--- src/rtl/fifo_pkg.sv ---
// fifo_pkg: shared constants, read-controller state type and keep-mask helper
// for the byte-FIFO pack reader.
package fifo_pkg;

    localparam int DEF_DATA_W = 8;
    localparam int MAX_PACK   = 4;

    typedef enum logic [1:0] {
        IDLE,
        COLLECT,
        FULL,
        FLUSH
    } rd_state_t;

    // Low 'cnt' bits set: lanes 0..cnt-1 carry valid bytes.
    function automatic logic [MAX_PACK-1:0] keep_mask(input int unsigned cnt);
        return MAX_PACK'((32'd1 << cnt) - 32'd1);
    endfunction

endpackage

--- src/rtl/pack_out_reg.sv ---
// pack_out_reg: single-slot output register for the packed-word valid/ready stream;
// holds data/keep stable until accepted.
module pack_out_reg #(
    parameter int W = 16,
    parameter int K = 2
) (
    input  logic         clk,
    input  logic         reset,
    input  logic         load,
    input  logic [W-1:0] ld_data,
    input  logic [K-1:0] ld_keep,
    input  logic         m_ready,
    output logic         m_valid,
    output logic [W-1:0] m_data,
    output logic [K-1:0] m_keep,
    output logic         slot_free
);

    logic         valid_q;
    logic [W-1:0] data_q;
    logic [K-1:0] keep_q;

    assign m_valid   = valid_q;
    assign m_data    = data_q;
    assign m_keep    = keep_q;
    assign slot_free = !valid_q || m_ready;

    always_ff @(posedge clk or posedge reset) begin
        if (reset) begin
            valid_q <= 1'b0;
            data_q  <= '0;
            keep_q  <= '0;
        end else if (load) begin
            valid_q <= 1'b1;
            data_q  <= ld_data;
            keep_q  <= ld_keep;
        end else if (m_ready) begin
            valid_q <= 1'b0;
        end
    end

endmodule

--- src/rtl/fifo_pack_reader.sv ---
// fifo_pack_reader: drains the byte FIFO and packs PACK bytes little-endian into
// one word on a valid/ready stream; flush emits a trailing partial word with keep.
module fifo_pack_reader
    import fifo_pkg::*;
#(
    parameter int DATA_W = DEF_DATA_W,
    parameter int PACK   = 2
) (
    input  logic                   clk,
    input  logic                   reset,
    input  logic                   fifo_empty,
    input  logic [DATA_W-1:0]      fifo_data,
    output logic                   fifo_re,
    input  logic                   flush,
    output logic                   m_valid,
    input  logic                   m_ready,
    output logic [DATA_W*PACK-1:0] m_data,
    output logic [PACK-1:0]        m_keep
);

    localparam int CW = $clog2(PACK + 1);
    localparam int WW = DATA_W * PACK;

    rd_state_t             state_q, state_d;
    logic [CW-1:0]         cnt_q, cnt_d, cnt_cap;
    logic                  infl_q;
    logic [WW-1:0]         asm_q, asm_d, asm_cap;
    logic [MAX_PACK-1:0]   km;
    logic [PACK-1:0]       keep;
    logic                  slot_free, load, load_full, flush_pend, flush_clr;

    assign flush_pend = state_q == FLUSH;

    always_comb begin
        asm_cap = asm_q;
        if (infl_q)
            asm_cap[32'(cnt_q) * DATA_W +: DATA_W] = fifo_data;
        cnt_cap   = cnt_q + CW'(infl_q);
        load_full = cnt_cap == CW'(PACK) && slot_free;
        // A pending flush waits for the in-flight byte so it lands in this word.
        flush_clr = flush_pend && !infl_q && slot_free;
        load      = load_full || (flush_clr && cnt_q != '0);
        km        = keep_mask(32'(cnt_q));
        keep      = load_full ? '1 : km[PACK-1:0];
        cnt_d     = load ? '0 : cnt_cap;
        asm_d     = load ? '0 : asm_cap;
        state_d   = (flush_pend ? !flush_clr : flush) ? FLUSH
                  : cnt_d == '0 ? IDLE
                  : cnt_d == CW'(PACK) ? FULL : COLLECT;
    end

    // Completing-and-loading frees the assembly register in the same cycle,
    // so reading continues back-to-back at one byte per cycle.
    assign fifo_re = !reset && !fifo_empty && !flush_pend
                   && (load_full || cnt_cap < CW'(PACK));

    always_ff @(posedge clk or posedge reset) begin
        if (reset) begin
            state_q <= IDLE;
            cnt_q   <= '0;
            infl_q  <= 1'b0;
            asm_q   <= '0;
        end else begin
            state_q <= state_d;
            cnt_q   <= cnt_d;
            infl_q  <= fifo_re;
            asm_q   <= asm_d;
        end
    end

    pack_out_reg #(
        .W (WW),
        .K (PACK)
    ) u_out (
        .clk       (clk),
        .reset     (reset),
        .load      (load),
        .ld_data   (asm_cap),
        .ld_keep   (keep),
        .m_ready   (m_ready),
        .m_valid   (m_valid),
        .m_data    (m_data),
        .m_keep    (m_keep),
        .slot_free (slot_free)
    );

endmodule
--- config.mk ---
export PLATFORM = sky130hd
export DESIGN_NAME = fifo_pack_reader
export DESIGN_NICKNAME = d
export VERILOG_FILES = /design/src/rtl/fifo_pkg.sv /design/src/rtl/pack_out_reg.sv /design/src/rtl/fifo_pack_reader.sv
export SDC_FILE = /design/constraint.sdc
export NUM_CORES = 1
export LEC_CHECK = 0
export BUFFER_PORTS_ARGS = -buffer_cell sky130_fd_sc_hd__buf_2
export CAP_MARGIN = 0
export CORE_MARGIN = 3
export CORE_UTILIZATION = 40
export DETAILED_ROUTE_END_ITERATION = 16
export PLACE_DENSITY_LB_ADDON = 0.3
export RECOVER_POWER = 100
export SYNTH_ARGS = -nofsm -noshare
export SYNTH_HDL_FRONTEND = slang
export SYNTH_SLANG_ARGS = --single-unit
export TNS_END_PERCENT = 10
--- constraint.sdc ---
create_clock -name clk -period 2.6 [get_ports clk]
set_clock_uncertainty 0.2 [all_clocks]
set_input_delay 0.52 -clock clk [delete_from_list [all_inputs] [get_ports clk]]
set_output_delay 0.52 -clock clk [all_outputs]
set_load 0.05 [all_outputs]
# Word level (Yosys, flattened, before mapping)
# Index checks and enable logic that the tools add are counted.
# W data, S select, Z words.
[totals]
ff_bits = 40
inputBits = 13
out_inout_bits = 20
wordCells = 47
[classes]
add_sub_neg = 3
magnitude_cmp = 1
eq_ne = 3
shift = 3
mux = 11
n_reduce_logical = 19
[op_table]
columns = ["op", "n"]
rows = [
  ["$neg A5 Y34", 1],
  ["$shift A8 B34 Y16 const A", 1],
  ["$shiftx A8 B34 Y16", 1],
  ["$mux W16", 2],
  ["$bwmux W16", 1],
  ["$mux W2", 5],
  ["$logic_and A1 B1 Y1", 7],
  ["$eq A2 B2 Y1 const B", 3],
  ["$logic_not A1 Y1", 6],
  ["$reduce_bool A2 Y1", 2],
  ["$logic_or A1 B1 Y1", 3],
  ["$mux W1", 3],
  ["$add A2 B1 Y2", 1],
  ["$logic_not A2 Y1", 1],
  ["$lt A2 B2 Y1 const B", 1],
  ["$shl A1 B2 Y2 const A", 1],
  ["$sub A2 B1 Y2 const B", 1],
]

# Longest topological paths before layout
[logic_depth]
word_depth = 10
depth_mapped = 7
depth_no_buf = 6

# Hierarchy
# A second synthesis with hierarchy kept.
[unflattened]
hier_cells = 149
hier_area_um2 = 1829.3
[by_module_without_submodules]
columns = ["module", "instances", "cells_each", "area_per_inst_um2", "seq_area_each_um2"]
rows = [
  ["fifo_pack_reader", 1, 107, 1069.8, 525.5],
  ["pack_out_reg", 1, 42, 759.5, 475.5],
]

# Worst setup path after synthesis
# Ideal clock, no wire load.
[synth_timing]
path_kind = "reg2out"
start = "register cnt_q[0]"
end = "output fifo_re"
t_arrival_ns = 2.371
required_time_ns = 1.880
slack_ns = -0.491
path_stages_with_launch = 6
path_buffers = 0
path_cell_list = "dfrtp_1 -> ha_1 -> xnor2_1 -> or3_4 -> nor2b_1 -> a2111oi_2"
[synth_between]
elab_chain_cells = 5
word_cells_on_any_way = 6
cone_classes = "add/sub: 1; order compare: 1; eq/ne: 1; reduce/logical: 3"
[synth_lines]
columns = ["item", "line_no", "rtl"]
rows = [
  ["from (decl)", "fifo_pack_reader.sv:25", "logic [CW-1:0] cnt_q, cnt_d, cnt_cap;"],
  ["from (signal assigned)", "fifo_pack_reader.sv:65", "cnt_q <= cnt_d;"],
  ["$add A2 B1 Y2 (*)", "fifo_pack_reader.sv:38", "cnt_cap = cnt_q + CW'(infl_q);"],
  ["$eq A2 B2 Y1", "fifo_pack_reader.sv:39", "load_full = cnt_cap == CW'(PACK) && slot_free;"],
  ["$logic_and A1 B1 Y1", "fifo_pack_reader.sv:39", ""],
  ["$logic_or A1 B1 Y1 (*)", "fifo_pack_reader.sv:55", "&& (load_full || cnt_cap < CW'(PACK));"],
  ["$logic_and A1 B1 Y1 (*)", "fifo_pack_reader.sv:55", ""],
  ["to (decl)", "fifo_pack_reader.sv:13", "output logic fifo_re,"],
]
# Every way passes the cells marked *; elsewhere a longest branch is shown, timed or not.

# Worst setup path in the final report
[layout_timing]
start = "register infl_q"
end = "output fifo_re"
[layout_between]
elab_chain_cells = 5
word_cells_on_any_way = 6
cone_classes = "add/sub: 1; order compare: 1; eq/ne: 1; reduce/logical: 3"
[layout_lines]
columns = ["item", "line_no", "rtl"]
rows = [
  ["from (decl)", "fifo_pack_reader.sv:26", "logic infl_q;"],
  ["from (signal assigned)", "fifo_pack_reader.sv:66", "infl_q <= fifo_re;"],
  ["$add A2 B1 Y2 (*)", "fifo_pack_reader.sv:38", ""],
  ["$eq A2 B2 Y1", "fifo_pack_reader.sv:39", ""],
  ["$logic_and A1 B1 Y1", "fifo_pack_reader.sv:39", ""],
  ["$logic_or A1 B1 Y1 (*)", "fifo_pack_reader.sv:55", ""],
  ["$logic_and A1 B1 Y1 (*)", "fifo_pack_reader.sv:55", ""],
]
# Marks and branches as above.

==> results <==
- The most common library cell in the layout ignoring fill and taps is sky130_fd_sc_hd__dfrtp_1.
- TritonCTS built the clock tree.
- The initial antenna violation count is 0.
- The post-synthesis net count is ~160.
- After the last flow step, the layout net total stands at 206.
- The startpoint identified for the worst register-to-register timing path is cnt_q[0]$_DFF_PP0_.
- The library cells used most frequently in the layout, excluding fill and tap cells, are sky130_fd_sc_hd__dfrtp_1 (40), sky130_fd_sc_hd__clkbuf_1 (20), sky130_fd_sc_hd__inv_1 (19).
- The area of the multi-input gates is roughly 600 um^2.
- After detailed routing, the number of remaining DRC violations is 0.
- During I/O placement, the number of pins put on the boundary was 33.
- By area, the combinational part of the netlist is dominated by simple AND/OR/NAND/NOR gates.
- For hold timing, the worst endpoint is u_out.m_keep[0]$_DFFE_PP0P_.
- The worst slack after detailed placement is 0.07826 ns.
- Registers take approximately 1000 um^2.
- Along the worst path, the maximum fanout reaches 2.
- The startpoint identified for the worst hold timing path is u_out.m_keep[0]$_DFFE_PP0P_.
- Of the cells placed in the final design, the portion with a size suffix greater than 1 is 0.2169.
- Across every metal layer, demand over resource in global routing totals 0.1427.
- The die is 71.46 um wide.
- The worst stage delay on the critical path is around 0.39 ns.
- Of the total synthesized cell area, the portion taken by XOR and XNOR cells is 0.005109.
- Setup violations remaining at the end of the flow were counted as 1.
- Averaged over all synthesized cells, the footprint is between 10 and 15 um^2.
- The floorplan row count is 23.
- The last weighted congestion value of the routability-driven placer is 0.7137.
- The element type at the critical path start is a flop.
- The flow ran to the end, but the final reports show violations.
- Headroom to the max-slew limit came out at 0.3615.
- Synthesis produced a netlist whose cell count is 140.
- The capture point of the worst reg-to-reg path is u_out.m_data[3]$_DFFE_PP0P_.
- The post-route clock period utilization is 1.016.
- The buffer cell driving the clock tree root is sky130_fd_sc_hd__clkbuf_8.
- The highest clock frequency the design can meet is 378.7 MHz.
- Along the worst hold path, the cell count comes to 1.
- For the pin with the worst max-slew slack, the measured transition is roughly 0.96 ns.
- The sum of negative setup slack is -0.04051 ns.
- The data arrival time of the worst path is 1.92 ns.
- The path class of the tightest hold or removal check is flop to flop.
- Clock-pin slew was measured on the worst setup and hold paths at ~0.07 ns.
- The detail route stage leaves a number of antenna-violating nets equal to 0.
- The wire length of the first global-routing pass is 5602 um.
- The final non-filler cell area is slightly above 2000 um^2.
- For the finished layout, the period the worst path requires is 2.641 ns.
- The number of clock sinks is 40.
- For this design the static power due to leakage is 0.9758 nW.
- The maximum clock insertion buffer count is 2.
- Yosys printed 0 warnings.
- For flop-to-flop paths, the worst setup slack is around 0.27 ns.
- The number of vias per cell after detailed routing is 4.883.
- The critical path is of the flop to output pin type.
- Max-cap violations in this run came to 0.
- Traced cell by cell, the critical path runs through ha_2, or3_4, nor2b_4, a2111oi_4, buf_6.
- The worst reg-to-reg path cell count is 8.
- The via count of the first global-routing pass is 1241.
- Of the total synthesized cell area, the portion taken by full adders, half adders and majority gates is 0.02920.
- The proportion of synthesized chip area in sequential cells is 0.5839.
- Before antenna repair, the detailed router went through 4 iterations.
- The power density over the cells is 1253 nW/um^2.
- In this run the number of H-tree levels came out at 2.
- For this block, the via count after detailed routing is 1167.
- The hold violation count in the final report is 0.
- The worst path setup slack after routing is -0.04051 ns.
- Entering global routing, the biggest net connects 41 pins.
- The cell type of the slowest stage on the worst timing path is sky130_fd_sc_hd__dfrtp_1.
- Grouping stages by cell kind, the critical path spends the most delay in simple AND/OR/NAND/NOR gates.
- The final hold slack is 0.2764 ns.
- The type of destination of the critical path is an output pin.
- The number of library cell types mapped by synthesis is 28.
- The region available for standard cell placement spans 4058 um^2.
- The filler cell count in the final layout is 386.
- The share of cell area taken by muxes after synthesis is 0.09489.
- The placed instances occupy a cell area of 1963 um^2.
- The leftover overflow at the end of global routing is 0.
- IR analysis of the VDD net gives a maximum drop of 0.0004896 V.
- The count of pins over their slew limit is 0.
- At the later pin of the worst-skew pair, clock insertion delay measures ~0.28 ns.
- The routed wire length is roughly 3300 um.
- The full die area is ~5000 um^2.
- The synthesized netlist occupies a cell area of 1714 um^2.
- The final reports fail on negative setup slack.
- The number of buffers and inverters on the critical path is 1.
- The compound-cell area share of the yosys netlist is 0.09489.
- The TritonCTS buffer count is 5.
- Setup repair after global routing could not meet its margin everywhere.
- The detailed placer's ending HPWL is 2389 um.
- The post-synthesis sequential element count is 40.
- For this run, the share of the core covered by cells in the final layout is 0.5103.
- Data on the critical path is required at its endpoint by 1.88 ns.
- Relative to the synthesized area, the layout overhead comes to 20.80%.
- In the final routed layout, each cell accounts on average for 13.80 um.
- The critical path launch point is infl_q$_DFF_PP0_.
- The count of input and output buffers is 32.
- The starting density of the core is 0.4224.
- The fraction of the mapped netlist area in simple logic gates is 0.1190.
- The floorplan step set the die height to 71.46 um.
- The number of inserted diodes is 0.
- The count of hold-fix buffers inserted at cts is 0.
- The detailed router finished its first iteration with 28 violations.
flip-flops by register name (all words and copies together), names as in the netlist:
register and flops:
state_q 2, cnt_q 2, u_out.m_valid 1, asm_q 16, u_out.m_data 16, u_out.m_keep 2
infl_q 1
synth_stat cells:
cell,count,area share
sky130_fd_sc_hd__buf_8,1,0.0088
sky130_fd_sc_hd__nand2_8,1,0.012
sky130_fd_sc_hd__o211ai_1,1,0.0044
sky130_fd_sc_hd__a22oi_1,14,0.061
sky130_fd_sc_hd__dfrtp_1,40,0.58
sky130_fd_sc_hd__ha_1,4,0.029
sky130_fd_sc_hd__nor2_1,16,0.035
sky130_fd_sc_hd__mux2_1,2,0.013
sky130_fd_sc_hd__inv_1,19,0.042
sky130_fd_sc_hd__a2111oi_2,1,0.0088
sky130_fd_sc_hd__a21oi_1,2,0.0058
sky130_fd_sc_hd__or3_4,1,0.0066
sky130_fd_sc_hd__buf_12,1,0.012
sky130_fd_sc_hd__and2_1,1,0.0037
sky130_fd_sc_hd__a22o_1,1,0.0051
sky130_fd_sc_hd__or2_2,1,0.0037
sky130_fd_sc_hd__nand2_1,6,0.013
sky130_fd_sc_hd__xnor2_1,1,0.0051
sky130_fd_sc_hd__mux2i_1,14,0.082
sky130_fd_sc_hd__nand2b_1,2,0.0073
sky130_fd_sc_hd__o41ai_1,1,0.0051
sky130_fd_sc_hd__buf_6,1,0.0066
sky130_fd_sc_hd__o31ai_1,1,0.0044
sky130_fd_sc_hd__or4_4,1,0.0066
sky130_fd_sc_hd__nor2b_1,4,0.015
sky130_fd_sc_hd__nor4b_4,1,0.014
sky130_fd_sc_hd__buf_4,1,0.0044
sky130_fd_sc_hd__nand3_1,1,0.0029
cell type report:
cell class / instances / share of cell area
flip-flops and latches: 40 / 0.4834
multi-input cells: 77 / 0.2949
repair buffers: 46 / 0.1178
inverters: 19 / 0.03444
clock buffers: 5 / 0.03323
well taps: 50 / 0.03021
clock inverters: 2 / 0.006042
power by group:
| group | switching [mW] | internal [mW] |
|---|---|---|
| logic | 0.861 | 0.451 |
| clock network | 0.205 | 0.181 |
| registers | 0.0928 | 0.803 |
| total | 1.16 | 1.44 |
worst register-to-register path, stage by stage, from the launching register on:
cell and delay [ns]:
sky130_fd_sc_hd__dfrtp_1 0.36, sky130_fd_sc_hd__buf_4 0.11, sky130_fd_sc_hd__buf_4 0.12, sky130_fd_sc_hd__inv_1 0.06
sky130_fd_sc_hd__ha_1 0.23, sky130_fd_sc_hd__or4_4 0.59, sky130_fd_sc_hd__nand2_8 0.18, sky130_fd_sc_hd__buf_4 0.21
sky130_fd_sc_hd__mux2i_1 0.19
per-stage QoR:
step / power [mW] / cells
2_1_floorplan: 1.958 / 140
3_3_place_gp: 2.142 / 227
3_5_place_dp: 2.187 / 227
4_1_cts: 2.638 / 237
5_1_grt: 2.757 / 239
6_report: 2.594 / 239
cell families (layout without fill, tap and decap cells):
group,Yosys count,count (layout)
AND/OR/NAND/NOR,35,35
XOR/XNOR,1,1
flip-flops,40,40
adder cells (fa/ha/maj),4,4
AO/OA/AOI/OAI,21,21
buffers and inverters,23,72
multiplexers,16,16
metal layers:
metal / vias to the layer above / part of all wire / GRT usage
li1: 573 / - / -
met3: 7 / 0.055 / 0.04769
met1: 556 / 0.43 / 0.1720
met2: 31 / 0.50 / 0.2388
met5: - / 0 / 0
met4: 0 / 0.015 / 0.05010
worst max path at each step:
stage | endpoint | cells past startpoint
finish | fifo_re | 5
global route | fifo_re | 6
CTS | fifo_re | 6
detailed placement | fifo_re | 5
global placement | fifo_re | 5
floorplan | fifo_re | 5
what timing repair did:
action                     CTS  global route
setup buffers                3             2
setup endpoints to repair    1             1
pin swaps                    3             1
gates resized for setup      5             0
Power figures use the tool's default switching activity.
